===== src/rtl/alu_arbiter.sv =====
// Round-robin arbiter sharing one ALU between two requesters; registers the
// granted operands onto the ALU, waits ALU_LAT cycles, returns a tagged result.
module alu_arbiter #(
   parameter int DATA_W  = 32,
   parameter int ALU_LAT = 1
) (
   input  logic              clock,
   input  logic              reset,

   input  logic              req0_valid,
   output logic              req0_ready,
   input  logic [DATA_W-1:0] req0_opr1,
   input  logic [DATA_W-1:0] req0_opr2,
   input  logic [DATA_W-1:0] req0_imm,
   input  logic              req0_selopr2,
   input  logic [3:0]        req0_aluoper,

   input  logic              req1_valid,
   output logic              req1_ready,
   input  logic [DATA_W-1:0] req1_opr1,
   input  logic [DATA_W-1:0] req1_opr2,
   input  logic [DATA_W-1:0] req1_imm,
   input  logic              req1_selopr2,
   input  logic [3:0]        req1_aluoper,

   output logic [DATA_W-1:0] alu_rdatain1,
   output logic [DATA_W-1:0] alu_rdatain2,
   output logic [DATA_W-1:0] alu_dataimmed,
   output logic              alu_selopr2,
   output logic [3:0]        alu_aluoper,
   input  logic [DATA_W-1:0] alu_result,
   input  logic              alu_zero,

   output logic              rsp_valid,
   input  logic              rsp_ready,
   output logic              rsp_id,
   output logic [DATA_W-1:0] rsp_result,
   output logic              rsp_zero
);

   localparam int CNT_W = (ALU_LAT > 0) ? $clog2(ALU_LAT + 1) : 1;
   localparam logic [CNT_W-1:0] LAT_INIT = CNT_W'(ALU_LAT);

   typedef enum logic [1:0] {
      ST_IDLE = 2'd0,
      ST_BUSY = 2'd1,
      ST_RESP = 2'd2
   } state_t;

   state_t            r_state;
   state_t            w_state_next;
   logic [CNT_W-1:0]  r_cnt;
   logic [CNT_W-1:0]  w_cnt_next;
   logic              r_last_grant;
   logic              w_last_grant_next;

   logic [DATA_W-1:0] r_alu_opr1, w_alu_opr1_next;
   logic [DATA_W-1:0] r_alu_opr2, w_alu_opr2_next;
   logic [DATA_W-1:0] r_alu_imm,  w_alu_imm_next;
   logic              r_alu_sel,  w_alu_sel_next;
   logic [3:0]        r_alu_op,   w_alu_op_next;

   logic              r_rsp_id,     w_rsp_id_next;
   logic [DATA_W-1:0] r_rsp_result, w_rsp_result_next;
   logic              r_rsp_zero,   w_rsp_zero_next;

   // Requester payloads gathered into arrays so the grant can index them
   logic              w_valid [2];
   logic [DATA_W-1:0] w_opr1  [2];
   logic [DATA_W-1:0] w_opr2  [2];
   logic [DATA_W-1:0] w_imm   [2];
   logic              w_sel   [2];
   logic [3:0]        w_op    [2];

   assign w_valid[0] = req0_valid;
   assign w_opr1[0]  = req0_opr1;
   assign w_opr2[0]  = req0_opr2;
   assign w_imm[0]   = req0_imm;
   assign w_sel[0]   = req0_selopr2;
   assign w_op[0]    = req0_aluoper;

   assign w_valid[1] = req1_valid;
   assign w_opr1[1]  = req1_opr1;
   assign w_opr2[1]  = req1_opr2;
   assign w_imm[1]   = req1_imm;
   assign w_sel[1]   = req1_selopr2;
   assign w_op[1]    = req1_aluoper;

   logic w_any_valid;
   logic w_grant;
   logic w_accept;

   // On a tie the requester that did not win last time goes first
   assign w_any_valid = w_valid[0] | w_valid[1];
   assign w_grant     = (w_valid[0] & w_valid[1]) ? ~r_last_grant : w_valid[1];
   assign w_accept    = (r_state == ST_IDLE) & w_any_valid & ~reset;

   assign req0_ready = w_accept & ~w_grant;
   assign req1_ready = w_accept &  w_grant;

   always_comb begin
      w_state_next      = r_state;
      w_cnt_next        = r_cnt;
      w_last_grant_next = r_last_grant;
      w_alu_opr1_next   = r_alu_opr1;
      w_alu_opr2_next   = r_alu_opr2;
      w_alu_imm_next    = r_alu_imm;
      w_alu_sel_next    = r_alu_sel;
      w_alu_op_next     = r_alu_op;
      w_rsp_id_next     = r_rsp_id;
      w_rsp_result_next = r_rsp_result;
      w_rsp_zero_next   = r_rsp_zero;

      case (r_state)
         ST_IDLE: begin
            if (w_accept) begin
               w_alu_opr1_next   = w_opr1[w_grant];
               w_alu_opr2_next   = w_opr2[w_grant];
               w_alu_imm_next    = w_imm[w_grant];
               w_alu_sel_next    = w_sel[w_grant];
               w_alu_op_next     = w_op[w_grant];
               w_rsp_id_next     = w_grant;
               w_last_grant_next = w_grant;
               w_cnt_next        = LAT_INIT;
               w_state_next      = ST_BUSY;
            end
         end
         ST_BUSY: begin
            if (r_cnt != '0) begin
               w_cnt_next = r_cnt - CNT_W'(1);
            end else begin
               w_rsp_result_next = alu_result;
               w_rsp_zero_next   = alu_zero;
               w_state_next      = ST_RESP;
            end
         end
         ST_RESP: begin
            if (rsp_ready) begin
               w_state_next = ST_IDLE;
            end
         end
         default: begin
            w_state_next = ST_IDLE;
         end
      endcase
   end

   always_ff @(posedge clock or posedge reset) begin
      if (reset) begin
         r_state      <= ST_IDLE;
         r_cnt        <= '0;
         r_last_grant <= 1'b1;
         r_alu_opr1   <= '0;
         r_alu_opr2   <= '0;
         r_alu_imm    <= '0;
         r_alu_sel    <= 1'b0;
         r_alu_op     <= '0;
         r_rsp_id     <= 1'b0;
         r_rsp_result <= '0;
         r_rsp_zero   <= 1'b0;
      end else begin
         r_state      <= w_state_next;
         r_cnt        <= w_cnt_next;
         r_last_grant <= w_last_grant_next;
         r_alu_opr1   <= w_alu_opr1_next;
         r_alu_opr2   <= w_alu_opr2_next;
         r_alu_imm    <= w_alu_imm_next;
         r_alu_sel    <= w_alu_sel_next;
         r_alu_op     <= w_alu_op_next;
         r_rsp_id     <= w_rsp_id_next;
         r_rsp_result <= w_rsp_result_next;
         r_rsp_zero   <= w_rsp_zero_next;
      end
   end

   assign alu_rdatain1  = r_alu_opr1;
   assign alu_rdatain2  = r_alu_opr2;
   assign alu_dataimmed = r_alu_imm;
   assign alu_selopr2   = r_alu_sel;
   assign alu_aluoper   = r_alu_op;

   assign rsp_valid  = (r_state == ST_RESP);
   assign rsp_id     = r_rsp_id;
   assign rsp_result = r_rsp_result;
   assign rsp_zero   = r_rsp_zero;

endmodule


===== config.mk =====
export PLATFORM = sky130hd
export DESIGN_NAME = alu_arbiter
export DESIGN_NICKNAME = d
export VERILOG_FILES = /design/src/rtl/alu_arbiter.sv
export SDC_FILE = /design/constraint.sdc
export NUM_CORES = 1
export LEC_CHECK = 0
export BUFFER_PORTS_ARGS = -buffer_cell sky130_fd_sc_hd__buf_4
export CORE_AREA = 2 2 148 150
export CTS_BUF_LIST = sky130_fd_sc_hd__clkbuf_4
export DETAILED_ROUTE_END_ITERATION = 6
export DIE_AREA = 0 0 150 152
export PLACE_DENSITY = 0.56
export SYNTH_ARGS = -nofsm -noshare
export SYNTH_HDL_FRONTEND = slang
export SYNTH_SLANG_ARGS = --single-unit

===== constraint.sdc =====
create_clock -name clock -period 5.7 [get_ports clock]
set_input_delay 0.57 -clock clock [delete_from_list [all_inputs] [get_ports clock]]
set_output_delay 0.57 -clock clock [all_outputs]
set_load 0.005 [all_outputs]

==> results.md <==
* Status: complete, no violations
* Mean post-synth cell area at about 11 um^2
* RSZ-0062 raised after global routing: no
* Fin Clk Skew at ~0.026 ns
* Worst r2r src: r_state[0]$_DFFE_PP0P_
* Clock Pin Slew Worst Setup and Hold Paths at roughly 0.15 ns
* Post-CTS Setup Bufs at 0
* Row count at between 50 and 60
* Port Buf Inserts at about 380
* Distinct cells, synth at 24
* Worst skew pair latency at roughly 0.56 ns
* Antenna-violating nets left at 0
* Sequential share of the synthesized area at between 50% and 60%
* Max Freq at 374.6 MHz
* CTS buffer count at 17
* TritonCTS clock tree: built
* Io pins at 378
* H-tree lvl count at 4
* Syn-to-layout area delta at 53.19%
* Worst-path cell chain: nor3_2, and3_4, buf_4
* Number of buffers and inverters on the critical path at 1
* Pwr dens at 470.6 nW/um^2
* Initial drt markers at 280
* Critical Path Start Type: flop
* Psw at between 1500 and 2000 uW
* Hold buffer count at cts at 0
* Total power at 4441 uW
* Synth Warn # at 0
* Reg2reg end: alu_rdatain1[2]$_DFFE_PP0P_
* Sw Share at a little over a third
* Post-layout min period at between 2 and 3 ns
* Nature of the critical path endpoint: output pin
* Commonest non-fill, non-tap cell in the layout: buf_4
* CP top delay family: simple AND/OR/NAND/NOR gates
* Avg WL per Cell at approximately 19 um
* Mapped Cells at about 560
* Slew headroom at a little under two fifths
* R2R depth at 4
* Drt total wl at 23.07 mm
* Max clock buf depth at 2
* Worst-Margin Slew at 0.9482 ns
* Fin crit share at 46.83%
* #FFs+latches synth at between 100 and 150
* Final GP Congestion at between 0.7 and 0.8
* Synthesized area at 6161 um^2
* Initial core utilization at between 20% and 30%
* Vias in the first global route at around 6100
* Clk root buf: clkbuf_4
* Max-cap violations at 0
* Type of the most critical hold path: in -> async
* Via count at just under 6000
* Drt via density at between 4 and 5
* Post-DP HPWL at between 15 and 20 mm
* Die area at around 23000 um^2
* Pin count of the biggest net entering global routing at between 80 and 90
* Core ar. at about 21000 um^2
* First-pass GRT wire length at ~36 mm
* Final setup fails at 0
* Slowest stage delay, CP at between 0.6 and 0.7 ns
* CP arrival at 2.10 ns
* # resized after CTS at 0
* Critical path data required time at 5.13 ns
* Gr ovfl total at 0
* Mapped Nets at a little under 800
* CP max-delay cell: and3_4
* Pre-Repair DR Iteration Count at 4
* Share of post-route cells with drive strength above 1 at between 40% and 50%
* Slew Viols, Final at 0
* Combinational power share at a little under half
* Die Span Y at roughly 150 um
* Internal Power at around 2900 uW
* Sink Count at 139
* Pleak at between 0.004 and 0.005 uW
* Most frequent cells in the layout: buf_4 (386), dfrtp_1 (138), nand2_1 (104)
* Drt drc at 0
* Crit Path Max Fanout at between 40 and 50
* Clk network pwr share at about 15%
* Initial antenna violation count at 1
* Total GRT Usage at around 20%
* R2R setup slack at roughly 3.4 ns
* Die Wd at roughly 150 um
* # nets final at ~1100
* Sum of negative setup slack at 0 ns
* Setup CP Type: reg -> out
* Worst vdd ir at 0.1929 mV
* Sequential share of power at roughly two fifths
* Final hold violations at 0
[power by group through the flow]
stage               combinational (uW)  sequential (uW)  clock [uW]
global placement                  2040             1760           0
floorplan                          930             1760           0
CTS                               2060             1750         712
global route                      2190             1810         750
finish                            2020             1740         681
detailed placement                2060             1760           0
[kinds of logic after synthesis]
| logic type | share of synthesized area [%] |
|---|---|
| and+or+nand+nor | 15.60 |
| DFF | 56.48 |
| AOI/OAI and AO/OA | 16.86 |
| buffers and inverters | 5.037 |
| muxes | 6.032 |
[stage by stage]
step	setup slack, ns	utilization (%)	cells	instance area (um^2)	hold slack, ns
2_1_floorplan	1.407	-	555	6161	0.4490
3_3_place_gp	3.144	42.84	1162	9146	0.4700
3_5_place_dp	3.149	42.84	1162	9146	0.4760
4_1_cts	2.932	44.19	1194	9435	0.1067
5_1_grt	2.820	44.20	1195	9438	0.1223
6_report	3.031	44.20	1195	9438	0.1250
[flip-flops by register name, summed over array words and instances (netlist names)]
name / count
rsp_zero: 1
alu_rdatain1: 32
alu_selopr2: 1
r_last_grant: 1
alu_aluoper: 4
alu_dataimmed: 32
rsp_result: 32
r_state: 2
r_cnt: 1
rsp_id: 1
alu_rdatain2: 32
[final cells by class]
class,count,area (um^2)
Tap cell,280,350.3
Clock inverter,15,161.4
Sequential cell,139,3480
Antenna cell,1,2.502
Multi-Input combinational cell,352,2395
Inverter,5,23.77
Fill cell,2148,11910
Clock buffer,17,127.6
Timing Repair Buffer,386,2898
[Yosys cell counts]
| cell type | count | area, um^2 |
|---|---|---|
| a221o_1 | 101 | 1011 |
| o21ai_0 | 1 | 5.000 |
| nand2_1 | 104 | 390.4 |
| mux2_2 | 24 | 270.3 |
| or3_4 | 1 | 11.26 |
| nor3_2 | 1 | 10.01 |
| dfstp_2 | 1 | 26.28 |
| clkbuf_1 | 33 | 123.9 |
| dfrtp_1 | 138 | 3453 |
| buf_6 | 6 | 67.56 |
| a21oi_1 | 2 | 10.01 |
| mux2_1 | 9 | 101.4 |
| a21o_1 | 1 | 7.510 |
| nor3_1 | 101 | 505.5 |
| inv_1 | 5 | 18.77 |
| o21ai_1 | 1 | 5.000 |
| buf_4 | 1 | 7.510 |
| buf_1 | 2 | 7.510 |
| nor2b_1 | 2 | 12.51 |
| and3_1 | 1 | 6.260 |
| nor3b_2 | 1 | 12.51 |
| nor2_2 | 1 | 6.260 |
| nand2b_1 | 1 | 6.260 |
| buf_2 | 17 | 85.08 |
[how the worst max path moves through the flow]
| stage | startpoint | endpoint | cells past startpoint |
|---|---|---|---|
| after CTS | r_state[0]$_DFFE_PP0P_ | req1_ready | 3 |
| final | r_state[0]$_DFFE_PP0P_ | req1_ready | 3 |
| after global routing | r_state[0]$_DFFE_PP0P_ | req1_ready | 3 |
| after floorplan | reset | alu_aluoper[0]$_DFFE_PP0P_ | 1 |
| after global placement | reset | alu_rdatain2[4]$_DFFE_PP0P_ | 5 |
| after detailed placement | reset | alu_rdatain2[14]$_DFFE_PP0P_ | 5 |
[routing by layer]
| layer | share of wire, % | GRT usage [%] | vias to the layer above | wire, um |
|---|---|---|---|---|
| met1 | 40 | 25.53 | 2885 | 9127 |
| met5 | 0 | 0 | - | 0 |
| met3 | 8.0 | 5.135 | 25 | 1838 |
| met2 | 50 | 33.36 | 267 | 11650 |
| li1 | - | - | 2791 | - |
| met4 | 2.0 | 6.783 | 0 | 457 |
Note: power is estimated with default switching activity, not from simulation.
